`src/rtl/add_seq_arbiter_pkg.sv`:
```
// Shared constants, FSM state type and slice-count helper for the
// sequential add/subtract engine.
package add_seq_pkg;

  localparam int SLICE_W = 8;
  localparam int NREQ    = 2;

  typedef enum logic [1:0] {
    IDLE = 2'd0,
    RUN  = 2'd1,
    DONE = 2'd2
  } state_t;

  function automatic int nslices(input int width);
    return width / SLICE_W;
  endfunction

endpackage

```
`src/rtl/add_seq_arbiter_if.sv`:
```
// Two request channels plus one valid/ready response channel of the
// shared add/subtract engine.
interface add_seq_arbiter_if #(
    parameter int WIDTH = 32
);

    logic             req0_valid;
    logic             req0_ready;
    logic [WIDTH-1:0] req0_a;
    logic [WIDTH-1:0] req0_b;
    logic             req0_cin;
    logic             req0_sub;

    logic             req1_valid;
    logic             req1_ready;
    logic [WIDTH-1:0] req1_a;
    logic [WIDTH-1:0] req1_b;
    logic             req1_cin;
    logic             req1_sub;

    logic             rsp_valid;
    logic             rsp_ready;
    logic [WIDTH-1:0] rsp_sum;
    logic             rsp_cout;
    logic             rsp_ovf;
    logic             rsp_id;
    logic             busy;

    modport master (
        output req0_valid, req0_a, req0_b, req0_cin, req0_sub,
        input  req0_ready,
        output req1_valid, req1_a, req1_b, req1_cin, req1_sub,
        input  req1_ready,
        input  rsp_valid, rsp_sum, rsp_cout, rsp_ovf, rsp_id, busy,
        output rsp_ready
    );

    modport slave (
        input  req0_valid, req0_a, req0_b, req0_cin, req0_sub,
        output req0_ready,
        input  req1_valid, req1_a, req1_b, req1_cin, req1_sub,
        output req1_ready,
        output rsp_valid, rsp_sum, rsp_cout, rsp_ovf, rsp_id, busy,
        input  rsp_ready
    );

endinterface

```
`src/rtl/add_seq_arbiter_add8_slice.sv`:
```
// Combinational 8-bit ripple-carry adder cell shared by both requesters.
module add8_slice
    import add_seq_pkg::*;
(
    input  logic [SLICE_W-1:0] a,
    input  logic [SLICE_W-1:0] b,
    input  logic               cin,
    output logic [SLICE_W-1:0] sum,
    output logic               cout
);

    assign {cout, sum} = {1'b0, a} + {1'b0, b} + {{SLICE_W{1'b0}}, cin};

endmodule

```
`src/rtl/add_seq_arbiter.sv`:
```
// Round-robin shared multi-precision add/subtract: one 8-bit slice per cycle,
// LSB first, carry registered between slices.
module add_seq_arbiter
    import add_seq_pkg::*;
#(
    parameter int WIDTH = 32
) (
    input  logic            clk,
    input  logic            rst,
    add_seq_arbiter_if.slave bus
);

    localparam int N  = nslices(WIDTH);
    localparam int KW = (N > 1) ? $clog2(N) : 1;

    state_t state, state_nxt;

    logic [NREQ-1:0]            req_valid;
    logic [NREQ-1:0][WIDTH-1:0] req_a;
    logic [NREQ-1:0][WIDTH-1:0] req_b;
    logic [NREQ-1:0]            req_cin;
    logic [NREQ-1:0]            req_sub;

    logic             grant;
    logic             last_grant;
    logic             accept;
    logic             last_slice;

    logic [WIDTH-1:0] a_q;
    logic [WIDTH-1:0] b_q;
    logic [WIDTH-1:0] sum_q;
    logic [WIDTH-1:0] sum_nxt;
    logic             c_q;
    logic             id_q;
    logic [KW-1:0]    k_q;

    logic [SLICE_W-1:0] sl_a;
    logic [SLICE_W-1:0] sl_b;
    logic [SLICE_W-1:0] sl_sum;
    logic               sl_cout;

    logic             rsp_valid_q;
    logic [WIDTH-1:0] rsp_sum_q;
    logic             rsp_cout_q;
    logic             rsp_ovf_q;
    logic             rsp_id_q;

    assign req_valid = {bus.req1_valid, bus.req0_valid};
    assign req_a     = {bus.req1_a,     bus.req0_a};
    assign req_b     = {bus.req1_b,     bus.req0_b};
    assign req_cin   = {bus.req1_cin,   bus.req0_cin};
    assign req_sub   = {bus.req1_sub,   bus.req0_sub};

    // On contention the requester that did not win last time gets the slot.
    always_comb begin
        grant = req_valid[1];
        if (req_valid[0] && req_valid[1])
            grant = ~last_grant;
    end

    assign accept         = (state == IDLE) && req_valid[grant];
    assign bus.req0_ready = (state == IDLE) && !grant;
    assign bus.req1_ready = (state == IDLE) &&  grant;
    assign last_slice     = (k_q == KW'(N - 1));

    assign sl_a = a_q[int'(k_q)*SLICE_W +: SLICE_W];
    assign sl_b = b_q[int'(k_q)*SLICE_W +: SLICE_W];

    add8_slice u_slice (
        .a    (sl_a),
        .b    (sl_b),
        .cin  (c_q),
        .sum  (sl_sum),
        .cout (sl_cout)
    );

    always_comb begin
        sum_nxt = sum_q;
        sum_nxt[int'(k_q)*SLICE_W +: SLICE_W] = sl_sum;
    end

    always_ff @(posedge clk) begin
        if (rst) state <= IDLE;
        else     state <= state_nxt;
    end

    always_comb begin
        state_nxt = state;
        case (state)
            IDLE:    if (accept)        state_nxt = RUN;
            RUN:     if (last_slice)    state_nxt = DONE;
            DONE:    if (bus.rsp_ready) state_nxt = IDLE;
            default:                    state_nxt = IDLE;
        endcase
    end

    always_ff @(posedge clk) begin
        if (rst) begin
            last_grant  <= 1'b1;
            a_q         <= '0;
            b_q         <= '0;
            sum_q       <= '0;
            c_q         <= 1'b0;
            id_q        <= 1'b0;
            k_q         <= '0;
            rsp_valid_q <= 1'b0;
            rsp_sum_q   <= '0;
            rsp_cout_q  <= 1'b0;
            rsp_ovf_q   <= 1'b0;
            rsp_id_q    <= 1'b0;
        end else begin
            case (state)
                IDLE: begin
                    if (accept) begin
                        // Subtract as A + ~B + 1 so the same cell serves both ops.
                        a_q        <= req_a[grant];
                        b_q        <= req_sub[grant] ? ~req_b[grant] : req_b[grant];
                        c_q        <= req_sub[grant] ? 1'b1 : req_cin[grant];
                        id_q       <= grant;
                        last_grant <= grant;
                        k_q        <= '0;
                    end
                end
                RUN: begin
                    sum_q <= sum_nxt;
                    c_q   <= sl_cout;
                    k_q   <= k_q + KW'(1);
                    if (last_slice) begin
                        rsp_valid_q <= 1'b1;
                        rsp_sum_q   <= sum_nxt;
                        rsp_cout_q  <= sl_cout;
                        rsp_ovf_q   <= (a_q[WIDTH-1] == b_q[WIDTH-1]) &&
                                       (sum_nxt[WIDTH-1] != a_q[WIDTH-1]);
                        rsp_id_q    <= id_q;
                    end
                end
                DONE: begin
                    if (bus.rsp_ready) rsp_valid_q <= 1'b0;
                end
                default: ;
            endcase
        end
    end

    assign bus.rsp_valid = rsp_valid_q;
    assign bus.rsp_sum   = rsp_sum_q;
    assign bus.rsp_cout  = rsp_cout_q;
    assign bus.rsp_ovf   = rsp_ovf_q;
    assign bus.rsp_id    = rsp_id_q;
    assign bus.busy      = (state != IDLE);

endmodule

```
`src/flat_wrapper.sv`:
```
// flat-port wrapper written by rule: the top's interface ports become plain ports
module add_seq_arbiter_flat import add_seq_pkg::*;
#(
    parameter int WIDTH = 32
)
  (clk, rst, bus_req0_valid, bus_req0_a, bus_req0_b, bus_req0_cin, bus_req0_sub, bus_req0_ready, bus_req1_valid, bus_req1_a, bus_req1_b, bus_req1_cin, bus_req1_sub, bus_req1_ready, bus_rsp_valid, bus_rsp_sum, bus_rsp_cout, bus_rsp_ovf, bus_rsp_id, bus_busy, bus_rsp_ready);
  add_seq_arbiter_if #(.WIDTH(WIDTH)) bus_i ();
  input  logic clk;
  input  logic rst;
  input wire logic [$bits(bus_i.req0_valid)-1:0] bus_req0_valid;
  input wire logic [$bits(bus_i.req0_a)-1:0] bus_req0_a;
  input wire logic [$bits(bus_i.req0_b)-1:0] bus_req0_b;
  input wire logic [$bits(bus_i.req0_cin)-1:0] bus_req0_cin;
  input wire logic [$bits(bus_i.req0_sub)-1:0] bus_req0_sub;
  output wire logic [$bits(bus_i.req0_ready)-1:0] bus_req0_ready;
  input wire logic [$bits(bus_i.req1_valid)-1:0] bus_req1_valid;
  input wire logic [$bits(bus_i.req1_a)-1:0] bus_req1_a;
  input wire logic [$bits(bus_i.req1_b)-1:0] bus_req1_b;
  input wire logic [$bits(bus_i.req1_cin)-1:0] bus_req1_cin;
  input wire logic [$bits(bus_i.req1_sub)-1:0] bus_req1_sub;
  output wire logic [$bits(bus_i.req1_ready)-1:0] bus_req1_ready;
  output wire logic [$bits(bus_i.rsp_valid)-1:0] bus_rsp_valid;
  output wire logic [$bits(bus_i.rsp_sum)-1:0] bus_rsp_sum;
  output wire logic [$bits(bus_i.rsp_cout)-1:0] bus_rsp_cout;
  output wire logic [$bits(bus_i.rsp_ovf)-1:0] bus_rsp_ovf;
  output wire logic [$bits(bus_i.rsp_id)-1:0] bus_rsp_id;
  output wire logic [$bits(bus_i.busy)-1:0] bus_busy;
  input wire logic [$bits(bus_i.rsp_ready)-1:0] bus_rsp_ready;
  assign bus_i.req0_valid = bus_req0_valid;
  assign bus_i.req0_a = bus_req0_a;
  assign bus_i.req0_b = bus_req0_b;
  assign bus_i.req0_cin = bus_req0_cin;
  assign bus_i.req0_sub = bus_req0_sub;
  assign bus_req0_ready = bus_i.req0_ready;
  assign bus_i.req1_valid = bus_req1_valid;
  assign bus_i.req1_a = bus_req1_a;
  assign bus_i.req1_b = bus_req1_b;
  assign bus_i.req1_cin = bus_req1_cin;
  assign bus_i.req1_sub = bus_req1_sub;
  assign bus_req1_ready = bus_i.req1_ready;
  assign bus_rsp_valid = bus_i.rsp_valid;
  assign bus_rsp_sum = bus_i.rsp_sum;
  assign bus_rsp_cout = bus_i.rsp_cout;
  assign bus_rsp_ovf = bus_i.rsp_ovf;
  assign bus_rsp_id = bus_i.rsp_id;
  assign bus_busy = bus_i.busy;
  assign bus_i.rsp_ready = bus_rsp_ready;
  add_seq_arbiter #(.WIDTH(WIDTH)) u_core (.clk(clk), .rst(rst), .bus(bus_i));
endmodule
```
`config.mk`:
```
export PLATFORM = sky130hd
export DESIGN_NAME = add_seq_arbiter_flat
export DESIGN_NICKNAME = d
export VERILOG_FILES = /design/src/rtl/add_seq_arbiter_pkg.sv /design/src/rtl/add_seq_arbiter_if.sv /design/src/rtl/add_seq_arbiter_add8_slice.sv /design/src/rtl/add_seq_arbiter.sv /design/src/flat_wrapper.sv
export SDC_FILE = /design/constraint.sdc
export NUM_CORES = 1
export LEC_CHECK = 0
export ABC_AREA = 1
export BUFFER_PORTS_ARGS = -buffer_cell sky130_fd_sc_hd__buf_2
export CAP_MARGIN = 20
export CORE_UTILIZATION = 54
export CTS_CLUSTER_SIZE = 28
export DETAILED_ROUTE_END_ITERATION = 8
export PLACE_DENSITY = 0.85
export SYNTH_ARGS = -nofsm -noshare
export SYNTH_HDL_FRONTEND = slang
export SYNTH_SLANG_ARGS = --single-unit
```
`constraint.sdc`:
```
create_clock -name clk -period 4.4 [get_ports clk]
set_clock_uncertainty 0.2 [all_clocks]
set_input_delay 0.22 -clock clk [delete_from_list [all_inputs] [get_ports clk]]
set_output_delay 0.22 -clock clk [all_outputs]
set_load 0.01 [all_outputs]
```
==> results.toml, run 1 <==
[power_and_ir_drop]
irDropWorstVdd_uv = 309
p_int_mw = 2.70
cellLeakagePower_nw = 5.10
combPwrFrac_pct = 23.2
seqPwrFrac_pct = 36.9
sw_frac_of_total_pct = 30.3
switchingPower_mw = 1.17
clkPwrFrac_pct = 39.9
powerDensity_nw_per_um2 = 406

[grt]
grt_remaining_overflow = 0
track_usage_pct = 31.5
grt_pass1_wl_um = 35500
grt_pass1_vias = 7670
antenna_found_initial = 0
grt_max_degree = 69

[floorplanning]
initial_utilization_pct = 55.5
fp-row-count = 42
die_w_um = 119
ios = 176
die_h_um = 119
die_area_sq_um = 14100
coreArea_sq_um = 13300

[route]
wl_per_cell_um = 15.3
routed_wl_um = 22000
ant_nets = 0
firstDrtPassIters = 6
drtIter0Drc = 745
vias = 8032
post_drt_via_cell_ratio = 5.59
drc = 0

[hold_path]
worstHoldPathType = "primary input to flop"
min_path_cells = 5

[sta]
fin_crit_sh_pct = 79.7
setup_tns_ns = 0
min_period_ns = 3.51
hold_violations = 0
rsz0062_at_grt = "false"
fmax_ghz = 0.285
drv_slew = 0
slew_headroom_pct = 28.8
setup_viol_count_final = 0
tightestPinTransition_ns = 1.07
whs_ns = 0.0113
setup_ws_ns = 0.893

[synthesis]
yosysTopAreaCell = "dfxtp_1"
synthTopCellsByArea = "dfxtp_1 (38%), nand2_1 (8.9%), inv_1 (7.8%)"
synth_edf_count = 0
synth_cell_types = 35
ys_async_sr_fraction_pct = 0
synth_top_family_by_area = "compound AO/OA/AOI/OAI gates"
synth_simple_gate_area_share_pct = 17.4
synth-compound-area-share_pct = 22.9
yosys.cell_count.top_type = "nand2_1"
ys.flop_type = "dfxtp_1"
netlist_area_sq_um = 7380
synthAdderAreaFrac_pct = 2.75
synth_seq_area_share_pct = 37.7
synth_mux_area_share_pct = 4.34
ys_ff_latch = 139
yosys_warnings = 0
synth_cells = 1048
synth_common_cells = "nand2_1 (175), inv_1 (153), dfxtp_1 (139)"
synth_nets = 1200
yosysTopAreaCellShare_pct = 37.7
synth_area_per_cell_sq_um = 7.04
synth_xor_area_share_pct = 2.37

[setup_path]
required_ns = 4.57
ff2ff_setup_slack_ns = 0.89
crit_path_end_kind = "flop"
worstRegToRegCells = 15
crit_path_end = "u_core.sum_q[12]$_SDFFE_PP0P_"
cp.arrival_ns = 3.68
start_kind = "flop"
reg2reg_to = "u_core.sum_q[12]$_SDFFE_PP0P_"
criticalPathCategory = "flop to flop"
path_max_fanout = 36
r2r_start = "u_core.k_q[0]$_SDFFE_PP0P_"
crit_start = "u_core.k_q[0]$_SDFFE_PP0P_"

[run]
cap_viol_max_count = 0

[clock_network]
clkTransAtPathRegs_ns = 0.06
cts_root_buf = "clkbuf_16"
clk_latency_ns = 0.43
cts_resized = 0
clock-sinks = 139
clk_path_buf_depth = 2
htreeDepth = 4
cts_tree = "done"
cts_inserted_buffers = 17

[placed_design]
hpwl_um = 13400
dp.cells = 1339
port_buffers = 175
dp_slack_ns = 1.03
place_congestion = 0.947

[cells_and_area]
layout-drive-gt1-share_pct = 18.5
area_growth_pct = 29.5
diodes = 0
stdcell_count = 1437
nNetsFinal = 1400
fin_util_pct = 71.9

[outcome]
outcome = "finished, final reports clean"
==> cell type report <==
cell class                 count  area [sq um]
sequential                   139          2780
timing repair buffer         252          1620
tap                          176           220
fill                         958          3740
inverter                     162           608
clock inverter                 9           134
multi-input combinational    676          3680
clock buffer                  23           508
==> cells in the final DEF, fill, tap and decap left out, types with 17 or more instances in the layout <==
cell type	n
nand2_1	175
o21ai_1	46
nand3_1	33
o21ai_0	84
mux2i_1	32
dfxtp_1	139
dlygate4sd3_1	66
a31oi_1	32
o22ai_1	26
inv_1	153
buf_2	175
clkbuf_16	17
nor2_1	96
a21oi_1	42
xor2_1	18
==> power groups by stage <==
stage                     combinational (mW)  clock, mW  sequential (mW)
after CTS                              0.871       1.54             1.43
after detailed placement               0.796          0             1.45
after floorplan                        0.592          0             1.43
final                                  0.901       1.55             1.43
after global routing                   0.992       1.60             1.44
after global placement                 0.777          0             1.45
==> worst max-delay path: stages (launching register included) <==
cell and delay, ns:
dfxtp_1 0.48, inv_2 0.52, nand2_1 0.12, a32o_1 0.28, fa_1 0.40, fa_1 0.42, inv_1 0.09, nand3_1 0.06
nand2_1 0.10, or2_1 0.13, nand2_1 0.08, nor3_1 0.20, nand2_1 0.11, nand3_1 0.09, o211ai_1 0.09, inv_1 0.08
==> logic make-up (layout without fill, tap and decap cells) <==
group                      Yosys count  in the layout
DFF                                139            139
muxes                               32             32
and+or+nand+nor                    320            320
xor gates and xnor gates            20             20
AOI/OAI and AO/OA                  289            289
adders and majority gates           15             15
buffers and inverters              233            446
==> through the flow <==
stage                     cell area [sq um]  power, mW
after floorplan                        7380       2.02
after global placement                 8250       2.23
after detailed placement               8250       2.25
after CTS                              9550       3.84
after global routing                   9550       4.03
final                                  9550       3.88
==> state kept, by name, indices dropped and copies added (netlist names), 2 cells and up <==
register	flops
u_core.bus.rsp_sum	32
u_core.sum_q	32
u_core.a_q	32
u_core.state	2
u_core.k_q	2
u_core.b_q	32
==> per-layer routing <==
layer	GRT usage (%)	vias up	wire length, um
met5	0	-	0
met4	16.8	0	917
met3	6.03	87	1570
met2	56.7	398	11000
met1	35.1	3706	8590
li1	-	3841	-
==> worst min path at each step <==
| stage | startpoint | end | slack [ns] |
|---|---|---|---|
| after global routing | bus_req1_b[20] | u_core.b_q[20]$_SDFFE_PP0P_ | 0.04 |
| after floorplan | bus_req1_a[23] | u_core.a_q[23]$_SDFFE_PP0P_ | 0.18 |
| after detailed placement | u_core.last_grant$_SDFFE_PP1P_ | u_core.last_grant$_SDFFE_PP1P_ | 0.27 |
| final | bus_req1_b[28] | u_core.b_q[28]$_SDFFE_PP0P_ | 0.01 |
| after CTS | bus_req1_b[28] | u_core.b_q[28]$_SDFFE_PP0P_ | 0.01 |
| after global placement | u_core.last_grant$_SDFFE_PP1P_ | u_core.last_grant$_SDFFE_PP1P_ | 0.26 |
==> what timing repair did <==
action,in CTS,in global routing
setup buffers,0,0
hold buffers,66,0
hold endpoints to repair,35,0
Note: power is estimated with default switching activity, not from simulation.
==> inputs of run 2 (changes only) <==
--- a/config.mk
+++ b/config.mk
@@ -5,13 +5,13 @@
 export SDC_FILE = /design/constraint.sdc
 export NUM_CORES = 1
 export LEC_CHECK = 0
-export ABC_AREA = 1
+export ABC_AREA = 0
 export BUFFER_PORTS_ARGS = -buffer_cell sky130_fd_sc_hd__buf_2
 export CAP_MARGIN = 20
-export CORE_UTILIZATION = 54
+export CORE_UTILIZATION = 48
 export CTS_CLUSTER_SIZE = 28
 export DETAILED_ROUTE_END_ITERATION = 8
-export PLACE_DENSITY = 0.85
+export PLACE_DENSITY = 0.81
 export SYNTH_ARGS = -nofsm -noshare
 export SYNTH_HDL_FRONTEND = slang
 export SYNTH_SLANG_ARGS = --single-unit
==> constraint.sdc (replaced) <==
create_clock -name clk -period 2.8 [get_ports clk]
set_clock_uncertainty 0.2 [all_clocks]
set_input_delay 0.14 -clock clk [delete_from_list [all_inputs] [get_ports clk]]
set_output_delay 0.14 -clock clk [all_outputs]
set_load 0.01 [all_outputs]
==> run 2 against run 1 <==
The flow now finishes with violations (negative setup slack). Critical path type unchanged. Clock power rose by 54%. Hold slack improved by 0.0050 ns. Highest routed layer unchanged. Die area rose by 5.9%. Critical path depth fell by 5. Core utilization rose by 0.52 points. Register-to-register slack got worse by 0.95 ns.
==> results.toml, run 2 <==
[outcome]
outcome = "complete, but fails checks"
violations = "negative setup slack"

[run]
cap_viol_max_count = 0

[placed_design]
dp_slack_ns = -0.136
place_congestion = 0.886
port_buffers = 175
hpwl_um = 13100

[floorplanning]
ios = 176
fp-row-count = 43
die_area_sq_um = 15000
coreArea_sq_um = 14000
die_h_um = 122
die_w_um = 122
initial_utilization_pct = 49.7

[clock_network]
clkTransAtPathRegs_ns = 0.06
cts_tree = "done"
cts_root_buf = "clkbuf_16"
clk_latency_ns = 0.42
clk_path_buf_depth = 2
htreeDepth = 4
clock-sinks = 139
cts_inserted_buffers = 17

[sta]
setup_viol_count_final = 11
min_period_ns = 2.86
slew_headroom_pct = 52.4
hold_violations = 0
rsz0062_at_grt = "true"
setup_ws_ns = -0.0588
whs_ns = 0.0163
fmax_ghz = 0.350
setup_tns_ns = -0.407
tightestPinTransition_ns = 0.714
fin_crit_sh_pct = 102
drv_slew = 0

[setup_path]
start_kind = "flop"
path_max_fanout = 8
required_ns = 2.90
crit_path_end_kind = "flop"
crit_path_end = "u_core.bus.rsp_sum[6]$_SDFFE_PP0P_"
criticalPathCategory = "flop to flop"
reg2reg_to = "u_core.bus.rsp_sum[6]$_SDFFE_PP0P_"
worstRegToRegCells = 10
cp.arrival_ns = 2.96
ff2ff_setup_slack_ns = -0.06
crit_start = "u_core.k_q[0]$_SDFFE_PP0P_"
r2r_start = "u_core.k_q[0]$_SDFFE_PP0P_"

[synthesis]
yosys_warnings = 0
yosysTopAreaCell = "dfxtp_1"
netlist_area_sq_um = 6950
synth_area_per_cell_sq_um = 9.14
ys_async_sr_fraction_pct = 0
synth_cells = 760
ys_ff_latch = 139
synthTopCellsByArea = "dfxtp_1 (40%), mux2i_1 (9.5%), a211oi_1 (6.0%)"
synth_edf_count = 0
synth_cell_types = 56
yosysTopAreaCellShare_pct = 40.0
synth_nets = 912
synth_common_cells = "dfxtp_1 (139), a21oi_1 (83), nor2_1 (78)"
ys.flop_type = "dfxtp_1"
yosys.cell_count.top_type = "dfxtp_1"
synth_seq_area_share_pct = 40.0

[cells_and_area]
final_common_cell = "buf_2"
area_growth_pct = 45.7
final_cell_mix = "buf_2 (175), dfxtp_1 (138), dlygate4sd3_1 (123), a21oi_1 (83), nor2_1 (78)"
layout-drive-gt1-share_pct = 27.8
nNetsFinal = 1208
fill_cells = 982
fin_util_pct = 72.4

[route]
routed_wl_um = 23800
firstDrtPassIters = 7
ant_nets = 0
post_drt_via_cell_ratio = 5.75
drtIter0Drc = 630
wl_per_cell_um = 19.1
vias = 7183
drc = 0

[power_and_ir_drop]
irDropWorstVdd_uv = 550
switchingPower_mw = 1.77
powerDensity_nw_per_um2 = 610
sw_frac_of_total_pct = 28.7
combPwrFrac_pct = 25.1
p_int_mw = 4.40
cellLeakagePower_nw = 4.19
clkPwrFrac_pct = 38.5
seqPwrFrac_pct = 36.4

[grt]
grt_pass1_wl_um = 36400
antenna_found_initial = 1
track_usage_pct = 32.2
grt_pass1_vias = 7249
grt_remaining_overflow = 0
grt_max_degree = 68

[hold_path]
worstHoldPathType = "primary input to flop"
[run 2: changes by cell type after synthesis, sizes merged, moves of 16 or more]
cell | before | now
a31oi | 32 | 2
nor2 | 97 | 79
mux4 | 0 | 16
inv | 162 | 15
xnor2 | 2 | 34
clkbuf | 44 | 22
nand2 | 176 | 28
o22ai | 26 | 1
xor2 | 18 | 0
a21oi | 42 | 83
a211oi | 1 | 56
mux2i | 32 | 67
o21ai | 132 | 77
[run 2: cells by family after synthesis]
group	count (synthesis)	synth area share, %
DFF	139	40.0
adders and majority gates	15	2.92
AOI/OAI and AO/OA	252	21.8
and+or+nand+nor	161	10.7
xor gates and xnor gates	34	4.39
muxes	83	15.0
buffers and inverters	76	5.15
[run 2: layout make-up]
type | count | area, sq um | share of cell area (%)
Antenna cell | 1 | 2.50 | 0.0247
Clock buffer | 22 | 494 | 4.88
Clock inverter | 10 | 135 | 1.33
Inverter | 15 | 56.3 | 0.556
Multi-Input combinational cell | 545 | 3940 | 38.9
Sequential cell | 139 | 2790 | 27.5
Tap cell | 180 | 225 | 2.22
Timing Repair Buffer | 338 | 2490 | 24.6
[run 2: layer usage]
layer | part of all wire [%] | GRT usage [%] | vias up
met5 | 0 | 0 | -
li1 | - | - | 3369
met1 | 36 | 34.2 | 3353
met3 | 6.5 | 7.16 | 101
met4 | 5.4 | 21.3 | 0
met2 | 52 | 57.0 | 360
[run 2: per-stage QoR]
stage	instance area, sq um	power (mW)	std cells
global placement	8150	3.46	1092
floorplan	6990	3.06	760
finish	10100	6.17	1250
global route	10100	6.38	1250
CTS	10000	6.04	1246
detailed placement	8150	3.49	1092
[run 2: worst min-delay path by stage]
| stage | from | endpoint | slack [ns] | cells after the start |
|---|---|---|---|---|
| after CTS | bus_req0_b[31] | u_core.b_q[31]$_SDFFE_PP0P_ | 0.001 | 4 |
| final | bus_req0_b[8] | u_core.b_q[8]$_SDFFE_PP0P_ | 0.02 | 4 |
| after floorplan | bus_rsp_ready | u_core.state[1]$_SDFFE_PP0P_ | 0.11 | 3 |
| after detailed placement | bus_rsp_ready | u_core.state[1]$_SDFFE_PP0P_ | 0.23 | 4 |
| after global placement | bus_rsp_ready | u_core.state[1]$_SDFFE_PP0P_ | 0.23 | 4 |
| after global routing | bus_req0_b[31] | u_core.b_q[31]$_SDFFE_PP0P_ | 0.04 | 4 |
[run 2: power groups by stage]
| stage | logic (mW) | registers, mW | clock network (mW) |
|---|---|---|---|
| 3_3_place_gp | 1.21 | 2.26 | 0 |
| 2_1_floorplan | 0.834 | 2.23 | 0 |
| 3_5_place_dp | 1.23 | 2.26 | 0 |
| 4_1_cts | 1.43 | 2.23 | 2.38 |
| 6_report | 1.55 | 2.25 | 2.38 |
| 5_1_grt | 1.65 | 2.25 | 2.48 |
[run 2: timing repair]
action                                 in CTS  in global routing
pin swaps                                  11                 10
gates resized for setup                     8                 12
endpoints found under the hold margin      67                  1
setup endpoints to repair                  31                 43
cloned                                      0                  0
hold buffers                              122                  1
buffers inserted                            0                  2
[run 2: worst max-delay path, cell delays in order (launching register included)]
cell      delay (ns)
dfxtp_4         0.39
mux4_2          0.54
inv_2           0.07
fa_2            0.21
fa_2            0.20
and2b_1         0.19
o31a_1          0.31
mux2i_1         0.15
a311oi_2        0.19
buf_4           0.21
o21ai_1         0.09
